$ cat src/rtl/param_decoder_seq.sv
`default_nettype none
// ============================================================================
// Module   : param_decoder_seq
// Purpose  : Registered one-hot decoder with direct-decode and auto-scan modes.
//            Optional macro PARAM_DECODER_ACTIVE_LOW_EN makes out one-cold.
// Revision : 1.0
// ============================================================================
module param_decoder_seq #(
    parameter int SEL_W   = 2,
    parameter int DWELL_W = 4
) (
    input  logic                  clk,
    input  logic                  reset,
    input  logic                  en,
    input  logic                  mode,
    input  logic                  in_valid,
    output logic                  in_ready,
    input  logic [SEL_W-1:0]      sel,
    input  logic [DWELL_W-1:0]    dwell,
    output logic [2**SEL_W-1:0]   out,
    output logic                  out_valid,
    output logic                  scan_wrap
);

    localparam int c_N = 2**SEL_W;
`ifdef PARAM_DECODER_ACTIVE_LOW_EN
    localparam logic [c_N-1:0] c_OUT_MASK = '1;
`else
    localparam logic [c_N-1:0] c_OUT_MASK = '0;
`endif
    localparam logic [SEL_W-1:0] c_IDX_MAX = '1;

    typedef enum logic [1:0] {
        S_IDLE   = 2'd0,
        S_DIRECT = 2'd1,
        S_SCAN   = 2'd2
    } state_t;

    state_t               r_state, w_state_next;
    logic [SEL_W-1:0]     r_idx, w_idx_next;
    logic [DWELL_W-1:0]   r_cnt, w_cnt_next;
    logic [c_N-1:0]       r_out, w_out_next;
    logic                 r_valid, w_valid_next;
    logic                 r_wrap, w_wrap_next;
    logic                 r_ready;
    logic                 w_accept;

    function automatic logic [c_N-1:0] f_onehot(input logic [SEL_W-1:0] i);
        logic [c_N-1:0] v;
        v    = '0;
        v[i] = 1'b1;
        return v;
    endfunction

    // r_ready marks the DIRECT state; live en/mode qualify it so a dropped
    // enable or a pending mode change never advertises readiness.
    assign in_ready  = r_ready & en & ~mode;
    assign w_accept  = in_valid & in_ready;
    assign out       = r_out;
    assign out_valid = r_valid;
    assign scan_wrap = r_wrap;

    always_ff @(posedge clk) begin
        if (reset) begin
            r_state <= S_IDLE;
            r_idx   <= '0;
            r_cnt   <= '0;
            r_out   <= c_OUT_MASK;
            r_valid <= 1'b0;
            r_wrap  <= 1'b0;
            r_ready <= 1'b0;
        end else begin
            r_state <= w_state_next;
            r_idx   <= w_idx_next;
            r_cnt   <= w_cnt_next;
            r_out   <= w_out_next;
            r_valid <= w_valid_next;
            r_wrap  <= w_wrap_next;
            r_ready <= (w_state_next == S_DIRECT);
        end
    end

    always_comb begin
        w_state_next = r_state;
        w_idx_next   = r_idx;
        w_cnt_next   = r_cnt;
        w_out_next   = r_out;
        w_valid_next = r_valid;
        w_wrap_next  = 1'b0;

        if (!en) begin
            w_state_next = S_IDLE;
            w_idx_next   = '0;
            w_cnt_next   = '0;
            w_out_next   = c_OUT_MASK;
            w_valid_next = 1'b0;
        end else begin
            case (r_state)
                S_IDLE: begin
                    w_out_next   = c_OUT_MASK;
                    w_valid_next = 1'b0;
                    if (mode) begin
                        w_state_next = S_SCAN;
                        w_idx_next   = '0;
                        w_cnt_next   = dwell;
                        w_out_next   = f_onehot('0) ^ c_OUT_MASK;
                        w_valid_next = 1'b1;
                    end else begin
                        w_state_next = S_DIRECT;
                    end
                end
                S_DIRECT: begin
                    if (mode) begin
                        w_state_next = S_IDLE;
                        w_out_next   = c_OUT_MASK;
                        w_valid_next = 1'b0;
                    end else if (w_accept) begin
                        w_out_next   = f_onehot(sel) ^ c_OUT_MASK;
                        w_valid_next = 1'b1;
                    end
                end
                S_SCAN: begin
                    if (!mode) begin
                        w_state_next = S_IDLE;
                        w_idx_next   = '0;
                        w_cnt_next   = '0;
                        w_out_next   = c_OUT_MASK;
                        w_valid_next = 1'b0;
                    end else if (r_cnt == '0) begin
                        // dwell is only sampled here and on entry
                        w_idx_next   = r_idx + 1'b1;
                        w_cnt_next   = dwell;
                        w_out_next   = f_onehot(r_idx + 1'b1) ^ c_OUT_MASK;
                        w_valid_next = 1'b1;
                        w_wrap_next  = (r_idx == c_IDX_MAX);
                    end else begin
                        w_cnt_next   = r_cnt - 1'b1;
                    end
                end
                default: begin
                    w_state_next = S_IDLE;
                    w_idx_next   = '0;
                    w_cnt_next   = '0;
                    w_out_next   = c_OUT_MASK;
                    w_valid_next = 1'b0;
                end
            endcase
        end
    end

endmodule
`default_nettype wire

$ cat config.mk
export PLATFORM = sky130hd
export DESIGN_NAME = param_decoder_seq
export DESIGN_NICKNAME = d
export VERILOG_FILES = /design/src/rtl/param_decoder_seq.sv
export SDC_FILE = /design/constraint.sdc
export NUM_CORES = 1
export LEC_CHECK = 0
export BUFFER_PORTS_ARGS = -buffer_cell sky130_fd_sc_hd__buf_2
export CORE_AREA = 2 2 40 51
export CTS_BUF_LIST = sky130_fd_sc_hd__clkbuf_4
export CTS_CLUSTER_DIAMETER = 50
export DETAILED_ROUTE_END_ITERATION = 8
export DIE_AREA = 0 0 42 53
export PLACE_DENSITY = 0.8
export SETUP_SLACK_MARGIN = 0.02
export SYNTH_ARGS = -nofsm -noshare
export SYNTH_HDL_FRONTEND = slang
export SYNTH_SLANG_ARGS = --single-unit
$ cat constraint.sdc
create_clock -name clk -period 3.13 [get_ports clk]
set_input_delay 0.4695 -clock clk [delete_from_list [all_inputs] [get_ports clk]]
set_output_delay 0.4695 -clock clk [all_outputs]
set_load 0.1 [all_outputs]
# Word-level counts from Yosys, hierarchy flattened
# Index checks and enable logic that the tools add are counted.
totals:
  register_bits: 15
  input_bits: 11
  output_inout_bits: 7
  elab_cells: 66
classes:
  add_sub_neg: 2
  n_lt_le_gt_ge: 4
  n_eq_ne: 7
  mux: 29
  n_bitwise: 8
  n_reduce_logical: 9
op_table:
  columns: ["op", "n"]
  rows:
  - ["2-to-1 mux 4 bit", 7]
  - ["case mux 4 bit (3 select lines)", 2]
  - ["2-to-1 mux 2 bit", 7]
  - ["case mux 2 bit (3 select lines)", 2]
  - ["2-to-1 mux 1 bit", 8]
  - ["less-than comparator 2 x 3 -> 1 bit (second input constant)", 2]
  - ["!= test 3 bit (second input constant)", 2]
  - ["NOT 1 bit", 5]
  - ["OR reduction 5 bit", 1]
  - ["demux 1 bit (select 2 bit)", 2]
  - ["equality test 2 x 1 -> 1 bit (second input constant)", 2]
  - ["equality test 2 bit (second input constant)", 2]
  - [">= comparator 2 x 1 -> 1 bit (second input constant)", 2]
  - ["logical NOT 4 bit", 1]
  - ["AND reduction 2 bit", 2]
  - ["subtractor 4 x 1 -> 4 bit (second input constant)", 1]
  - ["bitwise AND 1 bit", 3]
  - ["case mux 1 bit (3 select lines)", 1]
  - ["AND reduction 3 bit", 1]
  - ["adder 2 x 1 -> 2 bit (second input constant)", 1]
  - ["logical AND 1 bit", 2]
  - ["logical NOT 2 bit", 1]
  - ["!= test 2 bit (second input constant)", 1]
  - ["OR reduction 2 bit", 1]

# Longest topological paths before layout
# Gate-level depths: netlist of the first run.
depth:
  ltp_word: 8
  ltp_mapped: 6
  ltp_nobuf: 6

# Least setup slack after synthesis of the first run
# Ideal clock, no wire load.
synth_path:
  kind: "input-to-output"
  from: "in en"
  to: "out in_ready"
  arrival_time_ns: 1.763
  path_slack_ns: 0.898
  path_stages: 2
  n_path_buf: 0
  path_cell_list: "nand2_1 -> nor2_1"
synth_between:
  elab_chain_len: 2
synth_lines:
  columns: ["element", "line", "source"]
  rows:
  - ["from (decl)", "14", "input logic en,"]
  - ["bitwise AND 1 bit (2 in a row)", "57", "assign in_ready = r_ready & en & ~mode;"]
  - ["to (decl)", "17", "output logic in_ready,"]
# No other way between the ends.

# Worst setup path in the final report of the first run
layout_path:
  from: "reg r_cnt[0]"
  to: "reg r_cnt[3]"
layout_between:
  elab_chain_len: 4
  elab_cells_between_ends: 5
layout_lines:
  columns: ["element", "line", "source"]
  rows:
  - ["from (decl)", "41", "logic [DWELL_W-1:0] r_cnt, w_cnt_next;"]
  - ["from (signal assigned)", "75", "r_cnt <= w_cnt_next;"]
  - ["subtractor 4 x 1 -> 4 bit or logical NOT 4 bit (tied branches)", "137, 129", null]
  - ["2-to-1 mux 4 bit (*)", "129", "end else if (r_cnt == '0) begin"]
  - ["2-to-1 mux 4 bit (*)", "123", "if (!mode) begin"]
  - ["case mux 4 bit (3 select lines) (*)", "98", "case (r_state)"]
# Mark *: on every way between the ends. The rest lies on a longest branch, timed or not.
# A chain may end at the register's enable or synchronous reset.

==> results.yml, run 1 <==
clock_network:
  postCtsSetupBuffers: 0
  cts_buffer_depth: 2
  clkTransAtPathRegs_ns: 0.08
  cts_buffers: 3
  clkSinkCount: 15
  clk_latency_ns: 0.27
  htree_levels: 1
  ctsResizeCount: 0
  root_buffer: "clkbuf_4"
  cts_tree: "yes"
  cts_hold_buf: 0
setup_path:
  path_class: "register to register"
  critPathCaptureType: "register"
  crit_path_top_delay_cell: "or3b_4"
  path_max_fanout: 6
  max_stage_delay_ns: 0.40
  worstPathArrival_ns: 1.87
  worst-path-buf-inv: 1
  path_delay_family: "simple AND/OR/NAND/NOR gates"
  worstPathRequired_ns: 3.29
  critical_path.cell_chain: "inv_1, ha_1, or3b_4, and2_1, a221oi_1, nor2_1"
  cp-start-kind: "register"
floorplan:
  die_area_mm2: 0.002226
  die_h_um: 53
  start_util: 0.4648
  core_area_mm2: 0.001723
  rows: 17
  pin_count: 18
  die_x_um: 42
power_and_ir_drop:
  ir_drop_mv: 0.2585
  power_density_mw_per_mm2: 415.8
  total_leakage_power_nw: 0.4067
place:
  routabilityCongestion: 0.8182
  port_buffers: 17
  hpwl_um: 1228
  place_area_um2: 900.9
  dpl_worst_slack_ns: 1.425
yosys:
  synth_area_um2: 800.8
  synth_cells: 89
  ys_seq_area_frac: 0.3750
  syn_nets: 107
  synth.avg_cell_area_um2: 8.997
  async_flop_share: 0
  synth_edf_count: 0
  ys_ff_latch: 15
  yosysUniqueCellTypes: 31
  ys.flop_type: "dfxtp_1"
  yosys_warnings: 0
timing:
  finalSetupTns_ns: 0
  finClkSkew_ns: 0.002462
  whs_ns: 0.4280
  hold_viol_final: 0
  slew_headroom: 0.6566
  setup_viol: 0
  worst_slew_pin_slew_ns: 0.5133
  rsz0062_at_grt: "no"
  period_minus_slack_ns: 1.710
  setup_ws_ns: 1.420
  slew_violations: 0
  fin_crit_sh: 0.5464
  timing.fmax_mhz: 584.7
global_routing:
  grt_pass1_wl_um: 2704
  gr-total-overflow: 0
  grt_max_degree: 12
  first_global_vias: 647
  grt_use_total: 0.1585
  antenna_found_initial: 0
final_layout:
  fin_area_um2: 930.9
  final_nets: 127
  syn_to_final_growth_pct: 16.25
  drive_above_1_share: 0.2407
  antennaDiodeCount: 0
route:
  drc_errors: 0
  drt_iter0_markers: 6
  via_count: 692
  dr.pass1.iters: 4
  wl_per_cell_um: 12.67
  viasPerCell: 5.449
  ant_nets: 0
  wirelength_um: 1609
min_path:
  hold_class: "primary input to register"
outcome:
  status: "finished, final reports clean"
run:
  maxCapViolations: 0
[worst reg2reg max path: stages, from the launching register on]
cell,delay [ns]
dfxtp_1,0.32
inv_1,0.11
ha_1,0.17
or3b_4,0.40
and2_1,0.23
a221oi_1,0.28
nor2_1,0.09
[area by class of cell]
class | instances | area [um2]
repair buffers | 17 | 85.08
flip-flops and latches | 15 | 300.3
well taps | 19 | 23.77
multi-input cells | 64 | 461.7
fillers | 158 | 792.0
inverters | 8 | 30.03
clock buffers | 4 | 30.03
[power breakdown]
group	leakage [nW]	internal, W	switching, W
Combinational	0.266	0.0000249	0.0000450
Sequential	0.122	0.000197	0.00000567
Clock	0.0184	0.0000580	0.0000565
[through the flow]
| stage | power, W | util | cells |
|---|---|---|---|
| global route | 0.0004087 | 0.5403 | 127 |
| floorplan | 0.0002585 | - | 89 |
| finish | 0.0003870 | 0.5403 | 127 |
| CTS | 0.0003907 | 0.5403 | 127 |
| detailed placement | 0.0002763 | 0.5229 | 123 |
| global placement | 0.0002752 | 0.5229 | 123 |
[cells in the final DEF, fill, tap and decap left out, drive strengths merged, types with 2 or more instances in the layout]
cell type / instances
a32oi: 2
inv: 8
nor2: 8
a211oi: 5
ha: 7
nand2b: 3
a221oi: 3
a21oi: 5
nand3: 3
nor3: 3
nor2b: 2
clkbuf: 4
dfxtp: 15
buf: 17
o211ai: 2
nand2: 4
o21ai: 4
[flip-flops by register name (all words and copies together), names as in the netlist]
name	flops
r_state	2
out	4
r_cnt	4
r_ready	1
r_idx	2
scan_wrap	1
out_valid	1
[per-layer routing]
metal	wire length [um]	up-vias	GRT usage
met4	21	0	0.06452
met5	0	-	0
met3	66	4	0.02389
li1	-	364	-
met2	766	16	0.3073
met1	754	308	0.1694
[cell families (layout without fill, tap and decap cells)]
family                   count (synthesis)  after routing  share of synthesized area
flip-flops                              15             15                     0.3750
buffers and inverters                   10             29                    0.04843
adder cells (fa/ha/maj)                  7              7                     0.1094
XOR/XNOR                                 1              1                    0.01094
AND/OR/NAND/NOR                         31             31                     0.2203
AO/OA/AOI/OAI                           25             25                     0.2359
[worst paths after layout]
check	start	endpoint	slack (ns)	cells after the start
worst min-delay path	dwell[2]	r_cnt[2]	0.43	3
worst max register to register	r_cnt[0]	r_cnt[3]	1.42	6
worst min register to register	out[0]	out[0]	0.51	2
worst max-delay path	r_cnt[0]	r_cnt[3]	1.42	6
[cells in the mapped netlist, types with 2 or more instances]
master | count | area share
a211oi_1 | 5 | 0.047
a221oi_1 | 3 | 0.033
nand2b_1 | 3 | 0.023
o21ai_0 | 3 | 0.019
nor3_1 | 3 | 0.019
dfxtp_1 | 15 | 0.38
ha_1 | 7 | 0.11
nor2_1 | 8 | 0.038
a21oi_1 | 5 | 0.031
nand2_1 | 4 | 0.019
nand3_1 | 3 | 0.019
o211ai_1 | 2 | 0.019
nor2b_1 | 2 | 0.016
a32oi_1 | 2 | 0.022
inv_1 | 8 | 0.038
No activity file was read; power rests on OpenSTA's default activity.
==> run 2, diff against run 1 <==
- PLACE_DENSITY: 0.8 -> 0.83
- clock period: 3.13 -> 1.5 ns (I/O delays scaled with it)
==> results.yml, run 2 (same netlist as run 1, synthesis figures left out) <==
final_layout:
  final_common_cell: "buf_2"
  drive_above_1_share: 0.4444
  layout_common_cells: "buf_2 (16), dfxtp_1 (14), buf_4 (7)"
  antennaDiodeCount: 0
  fin_cells: 136
  fin_util: 0.6245
  syn_to_final_growth_pct: 34.37
  final_nets: 136
power_and_ir_drop:
  power_frac_seq: 0.491
  p_comb_frac: 0.215
  ir_drop_mv: 0.5416
  intPower_w: 0.0006059
  clockPowerShare: 0.294
  p_switching_w: 0.0002547
  p_sw_frac: 0.2960
  total_leakage_power_nw: 0.4616
  power_density_mw_per_mm2: 799.9
run:
  maxCapViolations: 0
route:
  wirelength_um: 1874
  drt_iter0_markers: 8
  dr.pass1.iters: 4
  ant_nets: 0
  drc_errors: 0
  via_count: 762
  wl_per_cell_um: 13.78
  viasPerCell: 5.603
setup_path:
  critPathCaptureType: "register"
  path_max_fanout: 4
  worstPathRequired_ns: 1.72
  worstPathArrival_ns: 1.80
  path_class: "register to register"
  max_stage_delay_ns: 0.40
  critical_path.cell_chain: "inv_2, ha_4, or3b_4, a22oi_4, buf_6, nor2_2, a211oi_2"
  crit_path_top_delay_cell: "or3b_4"
  cp-start-kind: "register"
place:
  port_buffers: 17
  dp.cells: 129
  hpwl_um: 1316
  routabilityCongestion: 0.9165
  dpl_worst_slack_ns: -0.1220
clock_network:
  cts_buffer_depth: 2
  cts_buffers: 3
  htree_levels: 1
  clkSinkCount: 15
  cts_hold_buf: 0
  clk_latency_ns: 0.29
  cts_tree: "yes"
  clkTransAtPathRegs_ns: 0.09
  root_buffer: "clkbuf_4"
timing:
  hold_viol_final: 0
  slew_headroom: 0.6636
  finClkSkew_ns: 0.005918
  setup_viol: 7
  slew_violations: 0
  whs_ns: 0.1762
  timing.fmax_mhz: 632.3
  worst_slew_pin_slew_ns: 0.5046
  rsz0062_at_grt: "yes"
  period_minus_slack_ns: 1.582
  finalSetupTns_ns: -0.3980
  setup_ws_ns: -0.08156
  fin_crit_sh: 1.054
global_routing:
  grt_use_total: 0.1850
  antenna_found_initial: 0
  grt_pass1_wl_um: 3084
  grt_max_degree: 12
  gr-total-overflow: 0
  first_global_vias: 735
floorplan:
  core_area_mm2: 0.001723
  pin_count: 18
  die_area_mm2: 0.002226
  start_util: 0.4648
  die_x_um: 42
  die_h_um: 53
  rows: 17
min_path:
  hold_class: "primary input to register"
outcome:
  status: "finished with violations"
  violations: "negative setup slack"
run 2: cell type report:
| type | count | area [um2] |
|---|---|---|
| clock buffer | 4 | 30.03 |
| fill | 152 | 646.9 |
| inverter | 8 | 30.03 |
| multi-input combinational | 64 | 528.0 |
| sequential | 15 | 301.5 |
| tap | 19 | 23.77 |
| timing repair buffer | 26 | 162.7 |
run 2: worst paths after layout:
check	slack [ns]	end	cells past startpoint	startpoint
worst max-delay path	-0.08	out[3]	7	r_cnt[1]
worst min-delay path	0.18	r_cnt[2]	3	dwell[2]
worst min register to register	0.50	out[2]	2	out[2]
worst max register to register	-0.08	out[3]	7	r_cnt[1]
run 2: what timing repair did:
action / 4_1_cts / 5_1_grt
pin swaps: 5 / 4
setup endpoints to repair: 11 / 12
endpoints found under the hold margin: 0 / 0
gates resized for setup: 8 / 10
buffers inserted: 3 / 0
cloned: 0 / 0
run 2: worst max-delay path: cells and delay by family (launching register included):
family | cells | cell delay [ns]
adders and majority gates | 1 | 0.13
DFF | 1 | 0.33
and+or+nand+nor | 2 | 0.44
AOI/OAI and AO/OA | 2 | 0.39
buffers and inverters | 2 | 0.22
run 2: per-stage QoR:
step / cell area (um2) / total power, W
after floorplan: 815.8 / 0.0005421
after global placement: 960.9 / 0.0005875
after detailed placement: 960.9 / 0.0005921
after CTS: 1042 / 0.0008554
after global routing: 1076 / 0.0008962
final: 1076 / 0.0008607
run 2: power by group through the flow:
stage,clock network [W],registers [W],logic (W)
after floorplan,0,0.000458,0.0000844
after global placement,0,0.000430,0.000158
after detailed placement,0,0.000431,0.000162
after CTS,0.000257,0.000422,0.000177
after global routing,0.000271,0.000424,0.000201
final,0.000253,0.000423,0.000185
run 2: routing by layer:
metal / vias to the layer above / track usage / routed length [um]
met1: 353 / 0.1893 / 771
li1: 378 / - / -
met4: 0 / 0.09677 / 38
met2: 26 / 0.3646 / 988
met5: - / 0 / 0
met3: 5 / 0.02048 / 75
